### src/rtl/axi_b_snoop_fifo.sv
// rtl/axi_b_snoop_fifo.sv - AXI4 B-channel passthrough with buffered response capture to a stream
//
// Optional feature macro: AXIB_SNOOP_DROP_CNT_EN (adds drop_count / overflow outputs)
//
// Ports:
//   clk, reset                      clock, synchronous active-high reset
//   ready                           stream sink accepts the current word
//   valid, last, data               head-of-FIFO stream word (single beat, last == valid)
//   in_progress                     tied 0 (single-beat transfers)
//   submodule_transaction_length    tied 1
//   level                           current FIFO occupancy
//   AXIM_b*  <-> AXIS_b*            B channel, master side in / slave side out
//   drop_count, overflow            drop statistics (only with AXIB_SNOOP_DROP_CNT_EN)
module axi_b_snoop_fifo #(
  parameter int DATA_WIDTH        = 128,
  parameter int ID_WIDTH          = 32,
  parameter int USER_WIDTH        = 64,
  parameter int STREAM_TYPE_WIDTH = 3,
  parameter logic [STREAM_TYPE_WIDTH-1:0] STREAM_TYPE = 3'b100,
  parameter int FIFO_DEPTH        = 4,
  parameter int BLOCK_ON_FULL     = 1
) (
  input  logic                             clk,
  input  logic                             reset,
  input  logic                             ready,
  output logic                             valid,
  output logic                             in_progress,
  output logic                             last,
  output logic [DATA_WIDTH-1:0]            data,
  output logic [5:0]                       submodule_transaction_length,
  output logic [$clog2(FIFO_DEPTH+1)-1:0]  level,
  output logic [ID_WIDTH-1:0]              AXIS_bid,
  output logic [1:0]                       AXIS_bresp,
  output logic [USER_WIDTH-1:0]            AXIS_buser,
  output logic                             AXIS_bvalid,
  input  logic                             AXIS_bready,
  input  logic [ID_WIDTH-1:0]              AXIM_bid,
  input  logic [1:0]                       AXIM_bresp,
  input  logic [USER_WIDTH-1:0]            AXIM_buser,
  input  logic                             AXIM_bvalid,
  output logic                             AXIM_bready
`ifdef AXIB_SNOOP_DROP_CNT_EN
  ,
  output logic [15:0]                      drop_count,
  output logic                             overflow
`endif
);

  localparam int AW = $clog2(FIFO_DEPTH);
  localparam int LW = $clog2(FIFO_DEPTH+1);
  localparam int EW = ID_WIDTH + 2;

  if (DATA_WIDTH < STREAM_TYPE_WIDTH + ID_WIDTH + 2) begin : g_bad_data_width
    $error("axi_b_snoop_fifo: DATA_WIDTH too small for {STREAM_TYPE, bid, bresp}");
  end
  if (FIFO_DEPTH < 2 || FIFO_DEPTH > 64 || (FIFO_DEPTH & (FIFO_DEPTH - 1)) != 0) begin : g_bad_depth
    $error("axi_b_snoop_fifo: FIFO_DEPTH must be a power of two in 2..64");
  end

  logic [EW-1:0] mem [FIFO_DEPTH];
  logic [AW-1:0] wr_ptr;
  logic [AW-1:0] rd_ptr;
  logic [LW-1:0] count;
  logic          full;
  logic          gate;
  logic          hs;
  logic          push;
  logic          pop;
  logic [EW-1:0] head;

  // full comes from registered occupancy only, so a same-cycle pop never frees room for a push
  assign full = (count == LW'(FIFO_DEPTH));

  // In blocking mode the B handshake is held off while full; reset forces the path open
  assign gate = (BLOCK_ON_FULL != 0) ? (reset | ~full) : 1'b1;

  assign AXIS_bid    = AXIM_bid;
  assign AXIS_bresp  = AXIM_bresp;
  assign AXIS_buser  = AXIM_buser;
  assign AXIS_bvalid = AXIM_bvalid & gate;
  assign AXIM_bready = AXIS_bready & gate;

  assign hs   = ~reset & AXIM_bvalid & AXIS_bready & gate;
  // In drop mode hs while full completes on the bus but stores nothing
  assign push = hs & ~full;

  assign valid = (count != '0);
  assign pop   = valid & ready;
  assign head  = mem[rd_ptr];

  assign in_progress                  = 1'b0;
  assign last                         = valid;
  assign submodule_transaction_length = 6'd1;
  assign level                        = count;

  always_comb begin
    data = '0;
    data[DATA_WIDTH-1 -: STREAM_TYPE_WIDTH]            = STREAM_TYPE;
    data[DATA_WIDTH-STREAM_TYPE_WIDTH-1 -: ID_WIDTH]   = head[EW-1:2];
    data[1:0]                                          = head[1:0];
  end

  // Storage carries no reset; stale entries are unreachable once count is cleared
  always_ff @(posedge clk) begin
    if (push) begin
      mem[wr_ptr] <= {AXIM_bid, AXIM_bresp};
    end
  end

  always_ff @(posedge clk) begin
    if (reset) begin
      wr_ptr <= '0;
      rd_ptr <= '0;
      count  <= '0;
    end else begin
      if (push) wr_ptr <= wr_ptr + 1'b1;
      if (pop)  rd_ptr <= rd_ptr + 1'b1;
      count <= count + LW'(push) - LW'(pop);
    end
  end

`ifdef AXIB_SNOOP_DROP_CNT_EN
  logic drop;
  // Never true in blocking mode because gate already excludes full
  assign drop = hs & full;

  always_ff @(posedge clk) begin
    if (reset) begin
      drop_count <= '0;
      overflow   <= 1'b0;
    end else if (drop) begin
      overflow <= 1'b1;
      if (drop_count != 16'hFFFF) drop_count <= drop_count + 16'd1;
    end
  end
`endif

endmodule

### config.mk
export PLATFORM = sky130hd
export DESIGN_NAME = axi_b_snoop_fifo
export DESIGN_NICKNAME = d
export VERILOG_FILES = /design/src/rtl/axi_b_snoop_fifo.sv
export SDC_FILE = /design/constraint.sdc
export NUM_CORES = 1
export LEC_CHECK = 0
export BUFFER_PORTS_ARGS = -buffer_cell sky130_fd_sc_hd__buf_2
export CAP_MARGIN = 20
export CORE_AREA = 5 5 155 113
export CTS_CLUSTER_SIZE = 25
export DETAILED_ROUTE_END_ITERATION = 7
export DIE_AREA = 0 0 160 118
export PLACE_DENSITY = 0.77
export SLEW_MARGIN = 10
export SYNTH_ARGS = -nofsm -noshare
export SYNTH_HDL_FRONTEND = slang
export SYNTH_SLANG_ARGS = --single-unit
### constraint.sdc
create_clock -name clk -period 3.39 [get_ports clk]
set_input_delay 0.1695 -clock clk [delete_from_list [all_inputs] [get_ports clk]]
set_output_delay 0.1695 -clock clk [all_outputs]
set_load 0.03 [all_outputs]
==> reports/metrics.yaml <==
drt:
  drtIter0Drc: 108
  firstDrtPassIters: 4
  vias_per_cell: 4.47
  wl_mm: 12.2
  vias: 3139
  ant_nets: 0
  drc: 0
  post_drt_wl_per_cell_um: 17.4
logic_synthesis:
  yosysWarningCount: 0
  yosys-top-cells-count: "buf_4 (200), edfxtp_1 (136), mux4_2 (30)"
  yosysSeqAreaShare_pct: 61.3
  syn_area_um2: 6960
  ys.flop_type: "edfxtp_1"
  ys_types: 31
  syn_inst: 433
  ys_seq_elements: 145
  yosys.area.top_type: "edfxtp_1"
  avgSynthCellArea_um2: 16.1
  yosys-top-cells-area: "edfxtp_1 (59%), buf_4 (22%), mux4_2 (9.7%)"
  yosysTopAreaCellShare_pct: 58.7
  synth_edf_count: 136
  synth.most_common_cell: "buf_4"
  synthArstFlopShare_pct: 0
power_and_ir_drop:
  p_leak_nw: 2.86
  power.density_nw_per_um2: 736
  power_mw: 5.51
  peakVddDrop_v: 0.000336
timing:
  timing.setup.tns_ps: 0
  post-route-period-util_pct: 73.1
  fin_crit_ps: 2480
  fmax_mhz: 403
  final-max-slew-violation-count: 0
  hold_viol_final: 0
  worst_slew_pin_slew_ps: 976
  rsz0062_at_grt: "no"
  slew_headroom_pct: 35.0
  setup_viol: 0
  hold_slack_ps: 20.7
  fin_skew_ps: 7.52
worst_setup_path:
  critPathKind: "reg2reg"
  critPathMaxFanout: 8
  cp-start-kind: "register"
  ff2ff_path_depth: 11
  reg2reg_from: "level[1]"
  end_kind: "register"
  required_ps: 3710
  cp.arrival_ps: 2800
  critPathLaunch: "level[1]"
worst_hold_path:
  hold_class: "in2reg"
  hp-start: "AXIM_bid[19]"
  whs_path_depth: 1
grt:
  grt_max_degree: 35
  grt_pass1_vias: 3403
  grt_pass1_wl_mm: 18.9
  antenna_found_initial: 0
  grt_usage_pct: 12.9
  grt_overflow: 0
layout:
  antenna_cells: 0
  layoutNonFillerInstCount: 703
  nFillCells: 1353
  drive_gt1_share_pct: 35.9
  nets: 595
  syn_to_final_growth_pct: 7.70
floorplan:
  design.core.area_um2: 15900
  rows: 39
  die_area_um2: 18900
  initial_utilization_pct: 43.9
  die_h_um: 118
  die_w_um: 160
  io_pins: 343
placed_design:
  dp_hpwl_mm: 7.77
  numPortBuffers: 113
  dp.cells: 642
  gp_congestion: 0.713
clock_network:
  clock_latency_ps: 400
  cts.clk_slew.worst_paths_ps: 60
  cts_tree: "done"
  numCtsBuffers: 17
  htreeDepth: 4
  cts.sink_count: 145
  clock-root-buffer: "clkbuf_16"
  clock_path_buffers: 2
  cts_resized: 0
run_status:
  status: "completed"
flow_run:
  maxCapViolCount: 0
-- critical path: stages, from the launching register on --
cell,delay [ps]
dfxtp_1,520
nor3b_2,120
nor3_1,260
inv_1,100
ha_1,300
inv_1,70
ha_1,140
inv_1,50
fa_1,370
xor2_1,160
and2_1,180
nor3_1,140
-- final timing paths --
path	slack (ps)	end
worst max-delay path	910	level[2]
worst min-delay path	20	mem[0][21]
worst max register to register	910	level[2]
worst min register to register	540	wr_ptr[0]
-- layer usage --
| metal | up-vias | routed length, µm | track usage [%] |
|---|---|---|---|
| li1 | 1373 | - | - |
| met1 | 1598 | 4650 | 14.2 |
| met4 | 0 | 213 | 4.08 |
| met3 | 36 | 909 | 5.57 |
| met2 | 132 | 6450 | 22.5 |
| met5 | - | 0 | 0 |
-- cells in the final DEF, fill, tap and decap left out, types with 2 or more instances in the layout --
cell / instances
dlygate4sd3_1: 29
nor3_1: 2
inv_1: 6
clkinv_4: 3
conb_1: 101
nand3_1: 2
clkbuf_1: 3
mux4_1: 4
buf_2: 113
dfxtp_2: 2
nor2_1: 5
xor2_1: 2
a21boi_0: 2
mux4_2: 30
clkbuf_16: 17
nand2_1: 2
dfxtp_1: 7
edfxtp_1: 136
bufinv_16: 4
ha_1: 6
and3_2: 4
-- through the flow --
| step | util (%) | area [µm²] | worst slack, ps |
|---|---|---|---|
| 6_report | 47.3 | 7490 | 911 |
| 5_1_grt | 47.3 | 7490 | 742 |
| 4_1_cts | 47.3 | 7490 | 885 |
| 3_5_place_dp | 41.5 | 6590 | 904 |
| 3_3_place_gp | 41.5 | 6590 | 1140 |
| 2_1_floorplan | - | 7330 | 1000 |
-- final cells by class --
| class | instances | area, µm² | share of cell area, % |
|---|---|---|---|
| sequential | 145 | 4270 | 56.9 |
| clock buffer | 20 | 437 | 5.83 |
| multi-input combinational | 172 | 1450 | 19.4 |
| inverter | 6 | 22.5 | 0.301 |
| timing repair buffer | 143 | 876 | 11.7 |
| clock inverter | 12 | 183 | 2.44 |
| tap | 205 | 256 | 3.42 |
-- repair_timing --
item | 4_1_cts | 5_1_grt
hold buffers | 29 | 0
setup buffers | 0 | 0
endpoints found under the hold margin | 109 | 0
-- state kept, by name (all words and copies together), names as in the netlist, named ones only --
name / cells
mem: 136
level: 3
wr_ptr: 2
rd_ptr: 2
-- kinds of logic after synthesis --
logic type | synth area share, %
AND/OR/NAND/NOR | 1.73
flip-flops | 61.3
XOR/XNOR | 0.378
multiplexers | 11.2
other | 0.108
adder cells (fa/ha/maj) | 1.37
buffers and inverters | 23.2
AO/OA/AOI/OAI | 0.683
-- report_power, final --
group / total (mW) / leakage, nW / switching [mW] / internal [mW]
Sequential: 2.16 / 1.30 / 0.122 / 2.04
Combinational: 1.42 / 1.26 / 0.911 / 0.510
Clock: 1.93 / 0.298 / 0.696 / 1.24
Total: 5.51 / 2.86 / 1.73 / 3.79
(Power assumes the default switching activity.)
